--- config.mk ---
export PLATFORM = sky130hd
export DESIGN_NAME = task1_a
export DESIGN_NICKNAME = d
export VERILOG_FILES = /design/src/rtl/task1_pkg.sv /design/src/rtl/task1_fa_gates.sv /design/src/rtl/task1_a.sv
export SDC_FILE = /design/constraint.sdc
export NUM_CORES = 1
export LEC_CHECK = 0
export BUFFER_PORTS_ARGS = -buffer_cell sky130_fd_sc_hd__buf_2
export CAP_MARGIN = 0
export CORE_AREA = 2 2 39 41
export CTS_BUF_LIST = sky130_fd_sc_hd__clkbuf_8 sky130_fd_sc_hd__clkbuf_16
export DETAILED_ROUTE_END_ITERATION = 8
export DIE_AREA = 0 0 41 43
export GPL_TIMING_DRIVEN = 0
export PLACE_DENSITY_LB_ADDON = 0.3
export SYNTH_ARGS = -nofsm -noshare
export SYNTH_HDL_FRONTEND = slang
export SYNTH_SLANG_ARGS = --single-unit
--- constraint.sdc ---
create_clock -name clk -period 1 [get_ports clk]
set_clock_uncertainty 0.05 [all_clocks]
set_input_delay 0.1 -clock clk [delete_from_list [all_inputs] [get_ports clk]]
set_output_delay 0.1 -clock clk [all_outputs]
set_load 0.02 [all_outputs]
--- src/rtl/task1_pkg.sv ---
// Shared types for the task1 full-adder block: result width and the
// {carry, sum} result type used by both adder paths.
package task1_pkg;

    localparam int RESULT_W = 2;

    typedef logic [RESULT_W-1:0] result_t;

endpackage

--- src/rtl/task1_fa_gates.sv ---
// Gate-level full adder: two XOR, three AND, one OR primitive.
module task1_fa_gates
    import task1_pkg::*;
(
    input  logic a,
    input  logic b,
    input  logic c,
    output logic sum,
    output logic carry
);

    logic ab_x;
    logic ab_and;
    logic ac_and;
    logic bc_and;

    xor g_x0 (ab_x, a, b);
    xor g_x1 (sum, ab_x, c);

    // Majority of three inputs forms the carry.
    and g_a0 (ab_and, a, b);
    and g_a1 (ac_and, a, c);
    and g_a2 (bc_and, b, c);
    or  g_o0 (carry, ab_and, ac_and, bc_and);

endmodule

--- src/rtl/task1_a.sv ---
// Full adder with a structural result path driving y and a behavioural
// a+b+c path used only to cross-check it; mismatches latch into err.
module task1_a
    import task1_pkg::*;
#(
    parameter bit REG_OUT = 1'b1
) (
    input  logic                clk,
    input  logic                rst,
    input  logic                a,
    input  logic                b,
    input  logic                c,
    output logic [RESULT_W-1:0] y,
    output logic                y_vld,
    output logic                err
);

    logic    str_sum;
    logic    str_carry;
    result_t str_res;
    result_t beh_res;
    logic    mismatch;

    task1_fa_gates u_gates (
        .a     (a),
        .b     (b),
        .c     (c),
        .sum   (str_sum),
        .carry (str_carry)
    );

    assign str_res  = {str_carry, str_sum};
    // Max value is 3, so two bits never overflow.
    assign beh_res  = result_t'({1'b0, a}) + result_t'({1'b0, b}) + result_t'({1'b0, c});
    assign mismatch = (str_res != beh_res);

    always_ff @(posedge clk) begin
        if (rst) begin
            y_vld <= 1'b0;
            err   <= 1'b0;
        end else begin
            y_vld <= 1'b1;
            if (mismatch) err <= 1'b1;
        end
    end

    generate
        if (REG_OUT) begin : g_reg
            result_t y_q;
            always_ff @(posedge clk) begin
                if (rst) y_q <= '0;
                else     y_q <= str_res;
            end
            assign y = y_q;
        end else begin : g_comb
            assign y = str_res;
        end
    endgenerate

endmodule

==> results of run 1 <==
-- cells in the mapped netlist --
master                    instances
sky130_fd_sc_hd__inv_1            1
sky130_fd_sc_hd__dfxtp_1          3
sky130_fd_sc_hd__nor2b_1          2
sky130_fd_sc_hd__fa_1             1
sky130_fd_sc_hd__conb_1           1
sky130_fd_sc_hd__buf_4            1
-- kinds of logic (layout without fill, tap and decap cells) --
group,count (synthesis),in the layout,share of synthesized area [%]
buffers and inverters,2,13,10.5
and+or+nand+nor,2,2,11.6
adders and majority gates,1,1,18.6
other,1,1,3.49
DFF,3,3,55.8
-- routing by layer --
layer	GRT usage (%)	up-vias	wire length [um]
met5	0	-	0
met3	5.24	0	58
met1	3.54	35	97
li1	-	44	-
met4	4.00	0	0
met2	3.44	9	74
-- report_power, final --
part           internal (uW)  total [uW]  switching, uW
clock                    261         334           73.7
sequential               130         132           1.85
combinational           20.7        48.4           27.7
-- stage by stage --
step | worst slack (ps) | cell area (um^2) | cells | utilization (%) | power (uW)
6_report | 183 | 208 | 36 | 15.0 | 514
5_1_grt | 157 | 208 | 36 | 15.0 | 553
2_1_floorplan | 169 | 108 | 9 | - | 160
3_5_place_dp | 26.8 | 163 | 32 | 11.8 | 183
3_3_place_gp | 47.8 | 163 | 32 | 11.8 | 180
4_1_cts | 176 | 208 | 36 | 15.0 | 527
-- area by class of cell --
cell class	instances	area (um^2)
Buffer	1	7.51
Fill cell	156	1180
Sequential cell	3	60.1
Clock buffer	3	41.3
Timing Repair Buffer	7	35.0
Clock inverter	1	3.75
Tap cell	16	20.0
Inverter	1	3.75
Multi-Input combinational cell	4	36.3
-- flip-flops by register name, summed over array words and instances, names as in the netlist --
name,flops
y_vld,1
y,2
-- cell usage in the layout, fill, tap and decap left out --
cell / n
sky130_fd_sc_hd__conb_1: 1
sky130_fd_sc_hd__nor2b_1: 2
sky130_fd_sc_hd__fa_1: 1
sky130_fd_sc_hd__buf_4: 1
sky130_fd_sc_hd__dfxtp_1: 3
sky130_fd_sc_hd__inv_1: 2
sky130_fd_sc_hd__clkbuf_8: 3
sky130_fd_sc_hd__buf_2: 7
-- path summary, 6_finish.rpt --
kind,startpoint,endpoint,slack [ps]
worst max-delay path,y_vld$_DFF_P_,y_vld,180
worst min-delay path,rst,y_vld$_DFF_P_,20
==> results.txt, run 1 <==
- Detailed routing inserted a total of 88 vias.
- The total count of max-transition violations in the final report was 0.
- Clock slew at the register clock pins of the worst setup and hold paths: 30 ps
* Clock tree sinks: 3
* Post-route minimum period: 817 ps
- Setup repair after global routing left no endpoint under its margin.
- The first global-routing pass estimated 358 um of wire.
- Adding up every negative setup slack in the final design gives 0 ps.
- Share of the yosys chip area belonging to registers: 55.8%
* Period Utilization, post-route: 81.7%
* Library cell occupying the most area in the post-synthesis netlist: sky130_fd_sc_hd__dfxtp_1
- Max-cap violations in this run came to 0.
* Final count of hold timing violations: 0
- # Post-CTS Setup Buffers: 0
- Power per standard cell area: 2480 nW/um^2
* Initial DRC Count: 0
- Setup violations remaining at the end of the flow were counted as 0.
- The die covers 1760 um^2.
- For this configuration, the core starts out at a cell density of 7.78%.
- Cell family with the largest share of critical-path delay: flip-flops
- The number of antenna violations at the first check in global routing was 0.
* Category of the critical setup timing path: reg -> out
- Core region area: 1380 um^2
- Cells after Synth: 9
- Distinct cells, synth: 6
- Timing would allow up to 1220 MHz.
- For this run, the detailed router's first-pass iteration total came to 1.
* Top post-synthesis cells by area: sky130_fd_sc_hd__dfxtp_1 56%, sky130_fd_sc_hd__fa_1 19%, sky130_fd_sc_hd__nor2b_1 12%, sky130_fd_sc_hd__buf_4 7.0%, sky130_fd_sc_hd__conb_1 3.5%
- Sum of buffers and inverters on the critical path: 1
* Peak VDD IR: 0.812 mV
- Endpoint arrival time on the critical path: 670 ps
- Post-synthesis register bit count: 3
* Slowest cell delay on critical path: 300 ps
- Dividing the synthesized area by the synthesized cell count gives 12.0 um^2.
- Top cell type's share of synthesized area: 55.8%
- In this run the number of H-tree levels came out at 1.
- The clock passes through at most 2 buffers.
- Root cell of the clock tree: sky130_fd_sc_hd__clkbuf_8
- Clock buffers created by TritonCTS: 3
- The worst hold path passes through 2 cells.
- After detailed routing, the average wire length per cell comes to 6.39 um.
- Entering global routing, the biggest net connects 4 pins.
* Syn Nets: 15
* Overall overflow remaining after global route: 0
- For this run, the number of Yosys warnings is 0.
* Static Leakage: 0.000107 uW
* Worst hold slack: 20.6 ps
- Buffers placed on the I/O ports in this run total 7.
- At the end of routability-driven placement, the weighted congestion stood at 0.512.
- Max stage delay cell, worst path: sky130_fd_sc_hd__dfxtp_1
* Number of vias per cell after detailed routing: 2.44
* Die Wd: 41 um
- Routed wire length: 230 um
- Total standard cell area after synthesis: 108 um^2
* Number of rows in the core area: 14
- Data on the critical path is required at its endpoint by 850 ps.
- The critical path goes through buf_2.
* DRC violations left: 0
- Ratio of cells with drive above 1 in the final layout: 55.0%
- Total number of cells along the worst setup path: 1
- In this run the remaining antenna-violating nets after routing total 0.
- I/O Pins: 9
- Area added between synthesis and finish: 93.0%
- STA classifies the critical path endpoint as an output pin.
* Number of diodes added for antenna fixing: 0
- Global routing used 3.82% of the available tracks.
- Die span in y: 43 um
- The via count of the first global-routing pass is 89.
- Max Fanout on Critical Path: 1
- The run finished with clean final reports.
- Total Nets Final: 27
- CTS resizes: 0
* Startpoint kind of the worst setup timing path: register
- The tightest min-delay check is of the in -> reg type.
- CTS tree: built
- Hold repair after CTS inserted 0 buffers.
Note: power is estimated with default switching activity, not from simulation.
==> run 2: changes to the inputs <==
--- a/config.mk
+++ b/config.mk
@@ -5,6 +5,7 @@
 export SDC_FILE = /design/constraint.sdc
 export NUM_CORES = 1
 export LEC_CHECK = 0
+export ABC_AREA = 1
 export BUFFER_PORTS_ARGS = -buffer_cell sky130_fd_sc_hd__buf_2
 export CAP_MARGIN = 0
 export CORE_AREA = 2 2 39 41
==> constraint.sdc (replaced) <==
create_clock -name clk -period 0.8 [get_ports clk]
set_clock_uncertainty 0.05 [all_clocks]
set_input_delay 0.08 -clock clk [delete_from_list [all_inputs] [get_ports clk]]
set_output_delay 0.08 -clock clk [all_outputs]
set_load 0.02 [all_outputs]
==> run 2 against run 1 <==
Setup slack lost 160 ps; first-iteration DRC count grew 1; combinational power grew 48%; utilization grew 1.4 points; critical path depth is the same; power grew 28%; hold slack gained 170 ps; cell count grew 8.3%; die area is the same; synthesized cell count grew 22%.
==> results.txt, run 2 <==
* I/O Pins: 9
* Max FFs per register: 2
- sky130_fd_sc_hd__dfxtp_1 takes more of the synthesized area than any other cell.
* Static Leakage: 0.000123 uW
- Post-Syn Area per Cell: 10.0 um^2
- At the end of the flow the core is filled with cells to 16.5%.
- Yosys attributes the largest share of cell area to sky130_fd_sc_hd__dfxtp_1 55%, sky130_fd_sc_hd__fa_1 18%, sky130_fd_sc_hd__inv_1 10%, sky130_fd_sc_hd__buf_4 6.8%, sky130_fd_sc_hd__nor2_1 6.8%.
- Counting I/O delays and the setup requirement, the final critical path takes 778 ps.
- Cell internal power dissipation: 523 uW
- Sequential cells burn 25.0% of the power.
- Distinct cells, synth: 6
* Final count of hold timing violations: 0
* Cells after Synth: 11
* Number of diodes added for antenna fixing: 0
* Initial core utilization: 7.96%
* Antenna violations before repair: 0
* Top cell type's share of synthesized area: 54.5%
- The layer flagged by global routing as most heavily used is met3.
* Combinational power share: 10.9%
- Syn Nets: 17
* Proportion of synthesized flip-flops having asynchronous set or reset: 0%
- The top cell types in the final layout, fill and taps aside, are 4 x sky130_fd_sc_hd__inv_1, 4 x sky130_fd_sc_hd__buf_4, 4 x sky130_fd_sc_hd__buf_2.
* CP required: 670 ps
- First-pass GRT wire length: 351 um
- Count of maximum capacitance violations: 0
- Ratio of cells with drive above 1 in the final layout: 47.8%
- Area share of xor/xnor cells in the synthesized design: 0%
- Clock buffers created by TritonCTS: 3
- Proportion of total power due to net switching: 20.8%
- Share of the yosys chip area belonging to registers: 54.5%
- The count of buffers added on input and output ports is 7.
- By count the netlist is led by 3 x sky130_fd_sc_hd__dfxtp_1, 3 x sky130_fd_sc_hd__inv_1, 2 x sky130_fd_sc_hd__nor2_1.
- The die is 41 um wide.
- Category of the critical setup timing path: reg -> out
- The synthesized design contains 3 register bits.
- Synthesized-area fraction occupied by ao, oa, aoi and oai cells: 0%
- Power spread over the standard cell area amounts to 2900 nW/um^2.
- Main combinational cell family by area after synthesis: adder cells
- Wires add up to 239 um.
- Summing the areas of all fa, ha and maj instances in the mapped netlist gives 18.2% of the synthesized area.
- Root cell of the clock tree: sky130_fd_sc_hd__clkbuf_8
- For this run, the leading register cell type out of synthesis is sky130_fd_sc_hd__dfxtp_1.
* Layout filler cell count: 160
* Die Area: 1760 um^2
- Counting along the longest clock path gives a buffer depth of 2.
* Category of the worst setup path capture point: output pin
- The first detailed-routing pass took 2 iterations.
* Sum of buffers and inverters on the critical path: 1
* Cell family with the largest share of critical-path delay: flip-flops
- Wire length per cell after detailed routing: 6.13 um
- Data arrives at the worst endpoint at 650 ps.
- TritonCTS built the clock tree.
* Core region area: 1380 um^2
- Number of vias per cell after detailed routing: 2.46
- In this run the number of H-tree levels came out at 1.
- The portion of synthesized area spent on multiplexers is 0%.
* Clock slew at the register clock pins of the worst setup and hold paths: 30 ps
- Count of pins over their slew limit: 0
- Post-route cell area: 228 um^2
- Total number of cells along the worst setup path: 1
- Setup repair after global routing left no endpoint under its margin.
* Top achievable clock speed: 1290 MHz
- From bottom edge to top edge, the die measures 43 um.
- Slowest cell delay on critical path: 290 ps
- The signal on the critical path passes through buf_4.
* Maximum number of pins on one net before global-route repair: 4
* Max Fanout on Critical Path: 1
- GR Util met1: 3.24%
- The routed layout has 96 vias.
- The clock network is responsible for 64.2% of the overall power.
- DRC violations left: 0
* Initial DRC Count: 1
* Area added between synthesis and finish: 107%
- Total standard cell area after synthesis: 110 um^2
- Yosys printed 0 warnings.
* Outcome: completed
- Synthesized-area fraction occupied by and/or/nand/nor cells: 6.82%
* Routability congestion estimate: 0.536
- Placed inst area: 165 um^2
* Grt met2 use: 2.81%
* Number of global-route vias before repair: 95
- Worst min path class: in -> reg
* Antenna-violating nets left: 0
- The largest individual stage delay along the critical path comes from the cell sky130_fd_sc_hd__dfxtp_1.
- Total Nets Final: 30
- Clock tree sinks: 3
* Sw Pwr: 137 uW
- The floorplan has 14 rows.
- The most critical setup path has its endpoint at y_vld.
* Number of setup violations in the final report: 0
- For this run, global-route usage on met3 was measured as 6.81%.
- Startpoint kind of the worst setup timing path: register
- In this run the worst setup path begins at y_vld$_DFF_P_.
* Overall overflow remaining after global route: 0
- IR analysis of the VDD net gives a maximum drop of 0.533 mV.
- In this run, synthesis inferred 0 flip-flops with an integrated enable.
- Total track usage: 4.12%
- Period Utilization, post-route: 97.3%
-- run 2: cell families after synthesis --
family | after synthesis
DFF | 3
buffers and inverters | 4
other | 1
and+or+nand+nor | 2
adders and majority gates | 1
-- run 2: routing by layer --
metal  vias to the layer above  share of wire (%)
li1                         50                  -
met1                        35                 38
met2                        11                 33
met3                         0                 29
met4                         0                  0
met5                         -                  0
-- run 2: area by class of cell --
type                    instances  area (um^2)  area share, %
clock buffers                   3         41.3           18.1
plain buffers                   1         7.51           3.30
inverters                       3         11.3           4.95
well taps                      16         20.0           8.79
multi-input cells               4         31.3           13.7
clock inverters                 1         3.75           1.65
repair buffers                  8         52.6           23.1
flip-flops and latches          3         60.1           26.4
-- run 2: through the flow --
stage	cells	power [uW]	hold WS (ps)	worst slack, ps	TNS [ps]
floorplan	11	202	86.5	-0.357	-0.357
global placement	34	228	222	-143	-191
detailed placement	34	229	218	-141	-195
CTS	39	675	185	0.0880	0
global route	39	696	237	3.04	0
finish	39	660	189	21.9	0
-- run 2: what timing repair did --
item | 4_1_cts | 5_1_grt
gates cloned | 0 | 0
buffers inserted | 0 | 0
hold buffers | 1 | 0
resized for setup | 1 | 2
endpoints found under the setup margin | 1 | 2
endpoints found under the hold margin | 3 | 0
-- run 2: power groups by stage --
stage / Combinational (uW) / Clock (uW) / Sequential, uW
5_1_grt: 80.1 / 450 / 166
4_1_cts: 67.5 / 443 / 164
6_report: 71.6 / 423 / 165
2_1_floorplan: 20.3 / 0 / 182
3_3_place_gp: 61.4 / 0 / 167
3_5_place_dp: 62.5 / 0 / 166
-- run 2: worst min-delay path by stage --
stage,startpoint,endpoint,slack (ps),depth (start not counted)
6_report,c,y[0]$_SDFF_PP0_,190,4
5_1_grt,b,y[0]$_SDFF_PP0_,240,4
4_1_cts,c,y[1]$_SDFF_PP0_,190,4
3_5_place_dp,rst,y_vld$_DFF_P_,220,2
3_3_place_gp,rst,y_vld$_DFF_P_,220,2
2_1_floorplan,rst,y_vld$_DFF_P_,90,1
==> run 3: changes to the inputs <==
--- a/config.mk
+++ b/config.mk
@@ -14,6 +14,7 @@
 export DIE_AREA = 0 0 41 43
 export GPL_TIMING_DRIVEN = 0
 export PLACE_DENSITY_LB_ADDON = 0.3
+export RECOVER_POWER = 50
 export SYNTH_ARGS = -nofsm -noshare
 export SYNTH_HDL_FRONTEND = slang
 export SYNTH_SLANG_ARGS = --single-unit
==> constraint.sdc (replaced) <==
create_clock -name clk -period 1 [get_ports clk]
set_clock_uncertainty 0.05 [all_clocks]
set_input_delay 0.1 -clock clk [delete_from_list [all_inputs] [get_ports clk]]
set_output_delay 0.1 -clock clk [all_outputs]
set_load 0.02 [all_outputs]
==> run 3 against run 2 <==
First-iteration DRC count unchanged; sequential share of layout area up 2.5 points; die area unchanged; power down 22%; sequential cell count unchanged; design area down 8.8%; utilization down 1.4 points; clock power down 20%; critical path depth unchanged; sequential power down 20%; clock-buffer cell count unchanged; cell count down 2.6%; largest cell class unchanged.
==> results.txt, run 3 (synthesis gave the netlist of run 2 again) <==
* Power per standard cell area: 2490 nW/um^2
- The region available for standard cell placement spans 1380 um^2.
- The flow ran to the end, and the final reports show no timing, DRC or antenna violations.
- Setup repair after global routing left no endpoint under its margin.
- The number of setup buffers added after CTS is 0.
- Die span in y: 43 um
- Number of setup violations in the final report: 0
- Worst min path class: in -> reg
- Initial core utilization: 7.96%
* Via count: 86
* Routed wire length: 217 um
- Clock tree synthesis found a total of 3 sinks.
- Sum of buffers and inverters on the critical path: 1
- Max stage delay cell, worst path: sky130_fd_sc_hd__dfxtp_1
- Clock tree synthesis inserted a total of 3 buffers.
- Number of buffer cells added on primary ports: 7
* Startpoint kind of the worst setup timing path: register
- VDD sags by at most 0.827 mV.
- For this run, the slowest stage of the critical path takes 300 ps.
* Number of detailed-routing iterations run before antenna repair: 2
- At the placement stage, the worst setup path has a slack of 35.8 ps.
- Maximum number of pins on one net before global-route repair: 4
* Top achievable clock speed: 1220 MHz
- Endpoint of the worst setup timing path: y[1]
- CTS resizes: 0
* Initial DRC Count: 1
- Most frequent standard cell in the layout excluding fill and tap cells: sky130_fd_sc_hd__buf_2
- Buffer depth of the longest clock path: 2
- Ratio of cells with drive above 1 in the final layout: 40.9%
* Number of rows in the core area: 14
* Total number of cells along the worst setup path: 1
* Setup ws final: 177 ps
- Clock slew at the register clock pins of the worst setup and hold paths: 30 ps
- Count of pins over their slew limit: 0
- Die Wd: 41 um
- Final count of hold timing violations: 0
- Adding up every negative setup slack in the final design gives 0 ps.
* Number of hold buffers added after cts: 0
* Root cell of the clock tree: sky130_fd_sc_hd__clkbuf_8
- STA puts the critical path data required time at 850 ps.
- The clock period could shrink to 823 ps.
- The net count of the finished layout is 29.
* Max FFs per register: 2
* Number of diodes added for antenna fixing: 0
- CTS tree: built
- Antenna-violating nets left: 0
* Category of the worst setup path capture point: output pin
- Cell family with the largest share of critical-path delay: flip-flops
- # H-tree levels: 1
* Total track usage: 3.82%
- Number of vias per cell after detailed routing: 2.26
- First-pass GRT wire length: 317 um
- Period Utilization, post-route: 82.3%
- Critical Path Source: y[1]$_SDFF_PP0_
* Category of the critical setup timing path: reg -> out
- Max Fanout on Critical Path: 1
- Area added between synthesis and finish: 88.6%
- The floorplan step defined a die boundary enclosing 1760 um^2.
* Most frequent cells in the layout: 5 x sky130_fd_sc_hd__buf_2, 4 x sky130_fd_sc_hd__inv_1, 3 x sky130_fd_sc_hd__clkbuf_8, 3 x sky130_fd_sc_hd__dfxtp_1
* Overall overflow remaining after global route: 0
- After detailed routing, the average wire length per cell comes to 5.71 um.
* Count of maximum capacitance violations: 0
- Walking the worst path, the cells encountered are buf_2.
- Summed over all cells, the static leakage comes to 0.000112 uW.
* Number of global-route vias before repair: 72
- Endpoint arrival time on the critical path: 670 ps
- DRC violations left: 0
- The number of antenna violations at the first check in global routing was 0.
* I/O Pins: 9
- At the end of routability-driven placement, the weighted congestion stood at 0.534.
## run 3: cell types whose count changed in the layout (fill, tap and decap cells not counted)
| cell | change |
|---|---|
| sky130_fd_sc_hd__buf_2 | +1 |
| sky130_fd_sc_hd__buf_4 | -3 |
| sky130_fd_sc_hd__dlygate4sd3_1 | -1 |
| sky130_fd_sc_hd__clkbuf_1 | +2 |
## run 3: per-layer routing
| layer | GRT usage (%) | vias to the layer above | wire, um |
|---|---|---|---|
| met5 | 0 | - | 0 |
| met4 | 0 | 0 | 0 |
| met3 | 9.42 | 0 | 76 |
| met2 | 1.88 | 11 | 37 |
| met1 | 4.53 | 26 | 103 |
| li1 | - | 49 | - |
## run 3: worst min path at each step
stage / from / endpoint / slack [ps] / depth (start not counted)
final: rst / y_vld$_DFF_P_ / 20 / 2
after global routing: rst / y_vld$_DFF_P_ / 40 / 2
after CTS: rst / y_vld$_DFF_P_ / 20 / 2
after detailed placement: rst / y_vld$_DFF_P_ / 240 / 2
after global placement: rst / y_vld$_DFF_P_ / 240 / 2
after floorplan: rst / y_vld$_DFF_P_ / 110 / 1
## run 3: layout make-up
cell class | instances | area (um^2)
fillers | 152 | 1180
plain buffers | 1 | 7.51
repair buffers | 7 | 32.5
multi-input cells | 4 | 31.3
well taps | 16 | 20.0
clock buffers | 3 | 41.3
inverters | 3 | 11.3
clock inverters | 1 | 3.75
flip-flops and latches | 3 | 60.1
## run 3: metrics by stage
| stage | cell area [um^2] | power, uW | util (%) | hold slack, ps | instances |
|---|---|---|---|---|---|
| after detailed placement | 165 | 183 | 11.9 | 240 | 34 |
| after floorplan | 110 | 162 | - | 107 | 11 |
| after global placement | 165 | 182 | 11.9 | 241 | 34 |
| final | 208 | 518 | 15.0 | 19.8 | 38 |
| after global routing | 208 | 560 | 15.0 | 43.7 | 38 |
| after CTS | 210 | 533 | 15.2 | 16.7 | 38 |
## run 3: power breakdown
part / internal [uW] / total (uW) / switching [uW] / leakage (uW)
clock: 261 / 338 / 76.9 / 0.0000269
combinational: 18.9 / 48.0 / 29.1 / 0.0000596
sequential: 130 / 132 / 1.95 / 0.0000251
